$ cat config.mk
export PLATFORM = sky130hd
export DESIGN_NAME = fpdiv_rr_scheduler
export DESIGN_NICKNAME = d
export VERILOG_FILES = /design/src/rtl/fpdiv_rr_scheduler.sv
export SDC_FILE = /design/constraint.sdc
export NUM_CORES = 1
export LEC_CHECK = 0
export BUFFER_PORTS_ARGS = -buffer_cell sky130_fd_sc_hd__buf_2
export CAP_MARGIN = 20
export CORE_AREA = 2 2 157 159
export DETAILED_ROUTE_END_ITERATION = 8
export DIE_AREA = 0 0 159 161
export HOLD_SLACK_MARGIN = 0.12
export PLACE_DENSITY = 0.71
export REMOVE_ABC_BUFFERS = 1
export SYNTH_ARGS = -nofsm -noshare
export SYNTH_HDL_FRONTEND = slang
export SYNTH_SLANG_ARGS = --single-unit
$ cat constraint.sdc
create_clock -name aclk -period 5.3 [get_ports aclk]
set_input_delay 0.265 -clock aclk [delete_from_list [all_inputs] [get_ports aclk]]
set_output_delay 0.265 -clock aclk [all_outputs]
set_load 0.02 [all_outputs]
$ cat src/rtl/fpdiv_rr_scheduler.sv
// Round-robin share of one fixed-latency divider among N_REQ requesters; optional FPDIV_SCHED_DZ_FLAG_EN adds a divide-by-zero flag.
// Latency: DIV_LATENCY+1 cycles from grant edge to rsp_valid; one issue per cycle sustained.
// Backpressure: requesters hold req_valid/operands until req_ready; responses cannot be stalled.
module fpdiv_rr_scheduler #(
    parameter int N_REQ       = 4,
    parameter int DIV_LATENCY = 8,
    parameter int CNT_W       = $clog2(DIV_LATENCY + 2)
) (
    input  logic                  aclk,
    input  logic                  aresetn,
    input  logic [N_REQ-1:0]      req_valid,
    output logic [N_REQ-1:0]      req_ready,
    input  logic [32*N_REQ-1:0]   req_value1,
    input  logic [32*N_REQ-1:0]   req_value2,
    output logic [31:0]           div_value1,
    output logic [31:0]           div_value2,
    input  logic [31:0]           div_result,
    output logic [N_REQ-1:0]      rsp_valid,
    output logic [31:0]           rsp_result,
    output logic                  rsp_dz,
    output logic [CNT_W-1:0]      in_flight
);

    localparam int ID_W = (N_REQ > 1) ? $clog2(N_REQ) : 1;

    typedef struct packed {
        logic            vld;
        logic [ID_W-1:0] id;
`ifdef FPDIV_SCHED_DZ_FLAG_EN
        logic            dz;
`endif
    } tag_t;

    logic [ID_W-1:0] ptr;
    logic [ID_W-1:0] grant_id;
    logic            grant;
    int              idx;
    logic [31:0]     sel_v1;
    logic [31:0]     sel_v2;
    tag_t            tag_new;
    tag_t            tag_last;
    // Stage 0 is aligned with div_value; stage DIV_LATENCY is aligned with div_result.
    tag_t            tag_pipe [DIV_LATENCY+1];

    always_comb begin
        req_ready = '0;
        grant_id  = '0;
        grant     = 1'b0;
        idx       = 0;
        for (int k = 0; k < N_REQ; k++) begin
            idx = int'(ptr) + k;
            if (idx >= N_REQ)
                idx = idx - N_REQ;
            if (!grant && req_valid[idx]) begin
                grant    = 1'b1;
                grant_id = ID_W'(idx);
            end
        end
        if (!aresetn)
            grant = 1'b0;
        if (grant)
            req_ready[grant_id] = 1'b1;
    end

    assign sel_v1   = req_value1[32*grant_id +: 32];
    assign sel_v2   = req_value2[32*grant_id +: 32];
    assign tag_last = tag_pipe[DIV_LATENCY];

    always_comb begin
        tag_new     = '0;
        tag_new.vld = grant;
        tag_new.id  = grant_id;
`ifdef FPDIV_SCHED_DZ_FLAG_EN
        // +0 and -0 both count as zero divisors.
        tag_new.dz  = grant && (sel_v2[30:0] == 31'd0);
`endif
    end

    always_ff @(posedge aclk or negedge aresetn) begin
        if (!aresetn) begin
            ptr        <= '0;
            div_value1 <= '0;
            div_value2 <= '0;
            for (int k = 0; k <= DIV_LATENCY; k++)
                tag_pipe[k] <= '0;
        end else begin
            tag_pipe[0] <= tag_new;
            for (int k = 1; k <= DIV_LATENCY; k++)
                tag_pipe[k] <= tag_pipe[k-1];
            if (grant) begin
                div_value1 <= sel_v1;
                div_value2 <= sel_v2;
                ptr        <= (grant_id == ID_W'(N_REQ - 1)) ? '0 : grant_id + 1'b1;
            end
        end
    end

    always_ff @(posedge aclk or negedge aresetn) begin
        if (!aresetn) begin
            rsp_valid  <= '0;
            rsp_result <= '0;
            in_flight  <= '0;
        end else begin
            rsp_valid <= '0;
            if (tag_last.vld) begin
                rsp_valid[tag_last.id] <= 1'b1;
                rsp_result             <= div_result;
            end
            if (grant && !tag_last.vld)
                in_flight <= in_flight + 1'b1;
            else if (!grant && tag_last.vld)
                in_flight <= in_flight - 1'b1;
        end
    end

`ifdef FPDIV_SCHED_DZ_FLAG_EN
    always_ff @(posedge aclk or negedge aresetn) begin
        if (!aresetn)
            rsp_dz <= 1'b0;
        else
            rsp_dz <= tag_last.vld & tag_last.dz;
    end
`else
    assign rsp_dz = 1'b0;
`endif

endmodule
==> run summary <==
- outcome: complete, no violations
- most instantiated flip-flop cell in the synthesis netlist: dfrtp_1
- post-route DRC violation count: 0
- Die Height: 161 um
- via count of the first global-routing pass: 7437
- Setup TNS: 0 ns
- max-slew headroom at the worst pin: 42.0%
- initial detailed-routing violation count: 417
- number of I/O pins: 403
- register area: 3330 um^2
- Mapped Area: 7280 um^2
- combined global-route utilization of all metal layers: 20.5%
- post-route non-filler standard cell count: 1408
- ratio of final minimum period to clock period: 60.9%
- Psw: 0.00191 W
- clock tree from TritonCTS: done
- CTS Root Buffer Type: clkbuf_16
- fraction of the yosys area taken by sequential cells: 45.7%
- top post-synthesis cells by count: dfrtp_1, nand2_1
- peak ir drop on the vdd network: 0.000221 V
- cells resized by post-CTS repair: 0
- clock power share: 26.5%
- worst r2r path cells: 7
- Syn Inst Count: 685
- Filler cells: 2316
- share of async-settable or async-resettable flops after synthesis: 100%
- critical path start-end classification: input port to register
- area of the placeable core: 24000 um^2
- number of antenna-violating nets in the routed design: 0
- global-route wire length before repair: 41700 um
- Die Area: 25600 um^2
- startpoint of the worst-slack reg-to-reg timing path: ptr[1]
- die width: 159 um
- area of all placed cells without fillers: 10400 um^2
- static power due to leakage: 5.09 nW
- number of flops mapped to enable cells by yosys: 0
- number of library cell types mapped by synthesis: 39
- register-to-register path setup slack: 2.56 ns
- detailed-router iteration count before antenna repair: 5
- placed wire-length estimate: 18000 um
- Nets: 1373
- ANT cells: 0
- clock edge transition at the registers on the reported setup and hold paths: 0.07 ns
- largest area contributor in the synthesized netlist: dfrtp_1
- number of setup violations in the final report: 0
- number of pins with negative max-slew slack in the final report: 0
- grt ovf: 0
- count of cells along the worst hold path: 3
- IO buf count: 401
- post-route clock skew: 0.00886 ns
- Power Internal: 0.00271 W
- endpoint of the worst-slack reg-to-reg timing path: div_value1[14]
- largest net degree at the start of global routing: 82
- hold path startpoint: req_value2[74]
- Max Cap Violations: 0
- mean post-synth cell area: 10.6 um^2
- clock latency at the later pin of the worst-skew pair: 0.42 ns
- startpoint type of the worst setup path: input port
- highest fanout seen on the critical path: 67
- slew at the pin with the worst max-slew slack: 0.871 ns
- number of buffers inserted to repair setup after CTS: 0
- destination of the worst hold path: div_value2[10]
- capturing element type of the critical path: register
- global placement routability congestion: 0.787
- overall routed net length: 26900 um
- class of the most critical hold timing path: input port to register
- final-report hold violation count: 0
- Area contributors post-synth: dfrtp_1, mux2i_1, a211o_1
- RSZ-0062 raised after global routing: false
- total number of placement rows: 57
- register share of total power: 32.1%
- Avg WL per Cell: 19.1 um
- worst path required time: 5.60 ns
- Final min period: 3.23 ns
- H-Tree Level Count: 4
- area taken by multi-input logic gates: 3570 um^2
- most numerous cell in the Yosys netlist: dfrtp_1
- Pwr per Cell Area: 445 nW/um^2
- CP arrival: 3.53 ns
- dpl cells: 1343
- starting density of the core: 30.4%
- synthesis-to-layout area growth: 42.6%
- switching power as a share of total power: 41.4%
- hold slack final: 0.153 ns
- clock buffers created by TritonCTS: 17
- buffer depth of the longest clock path: 2
- fraction of layout cells with a size suffix above 1: 45.1%
- number of sinks on the clock net: 133
- via density per instance: 5.23
- total via count in the routed design: 7367
- total design power: 0.00462 W
- Cell Area, Placed: 9440 um^2
- Yosys top cell area share: 45.7%
- fmax: 310 MHz
- share of power burned in combinational logic: 41.3%
- Yosys reg bits: 133
- Synth warnings: 0
- antenna violations before repair: 1
-- kinds of logic (layout without fill, tap and decap cells) --
kind of cell | count (synthesis) | count (layout) | share of synthesized area (%)
adders and majority gates | 8 | 8 | 1.48
muxes | 97 | 97 | 13.9
xor gates and xnor gates | 4 | 4 | 0.481
AOI/OAI and AO/OA | 202 | 202 | 21.9
buffers and inverters | 86 | 485 | 5.84
other | 1 | 1 | 0.0515
DFF | 133 | 133 | 45.7
and+or+nand+nor | 154 | 154 | 10.7
-- metal layers --
layer / up-vias / routed length (um) / global-route usage [%]
met3: 32 / 2020 / 5.83
met2: 356 / 13300 / 35.1
met4: 2 / 473 / 6.07
met1: 3553 / 11100 / 25.2
met5: - / 13 / 0
li1: 3424 / - / -
-- power by group through the flow --
stage               clock network [W]  logic [W]  registers (W)
floorplan                           0   0.000857        0.00180
global placement                    0    0.00186        0.00149
detailed placement                  0    0.00189        0.00150
CTS                           0.00125    0.00191        0.00148
global route                  0.00130    0.00205        0.00152
finish                        0.00122    0.00191        0.00148
-- cell usage in the layout (no fill, tap or decap), types with 33 or more instances in the layout --
master	synthesis	layout
nand4_1	64	64
o31ai_1	64	64
o211ai_1	64	64
buf_2	19	400
dfrtp_1	133	133
mux2i_1	64	64
nand2_1	71	70
mux2_2	33	33
a211o_1	64	64
dlygate4sd3_1	0	33
-- what timing repair did --
action                                  CTS  global route
hold endpoints to repair                 96             0
hold buffers                             33             0
endpoints found under the setup margin    0             0
-- cell type report --
class,count,area share [%]
Clock buffer,17,4.10
Tap cell,324,3.91
Sequential cell,133,32.1
Inverter,7,0.277
Multi-Input combinational cell,466,34.4
Timing Repair Buffer,446,23.4
Clock inverter,15,1.81
-- worst max-delay path, cell delays in order --
cell,delay [ns]
dlygate4sd3_1,0.54
buf_6,0.49
nand2_4,0.48
inv_1,0.36
ha_1,0.25
inv_1,0.10
ha_1,0.27
a21o_1,0.18
a21oi_1,0.20
xnor2_1,0.15
nor2_1,0.07
xor2_1,0.14
-- sequential cells by signal, summed over array words and instances (netlist names) --
signal,flops
div_value1,32
rsp_valid,4
in_flight,4
rsp_result,32
tag_last,3
div_value2,32
tag_pipe,24
ptr,2
-- stage by stage --
step                worst slack (ns)  utilization [%]
global route                    1.78             43.3
floorplan                    -0.0296                -
global placement                2.24             39.4
CTS                             1.99             43.3
finish                          2.07             43.3
detailed placement              2.14             39.4
-- worst max path at each step --
stage | depth (start not counted) | from | to
CTS | 12 | aresetn | in_flight[3]
global route | 12 | aresetn | in_flight[3]
finish | 12 | aresetn | in_flight[3]
floorplan | 6 | ptr[1] | req_ready[2]
global placement | 11 | aresetn | in_flight[3]
detailed placement | 11 | aresetn | in_flight[3]
(Power assumes the default switching activity.)
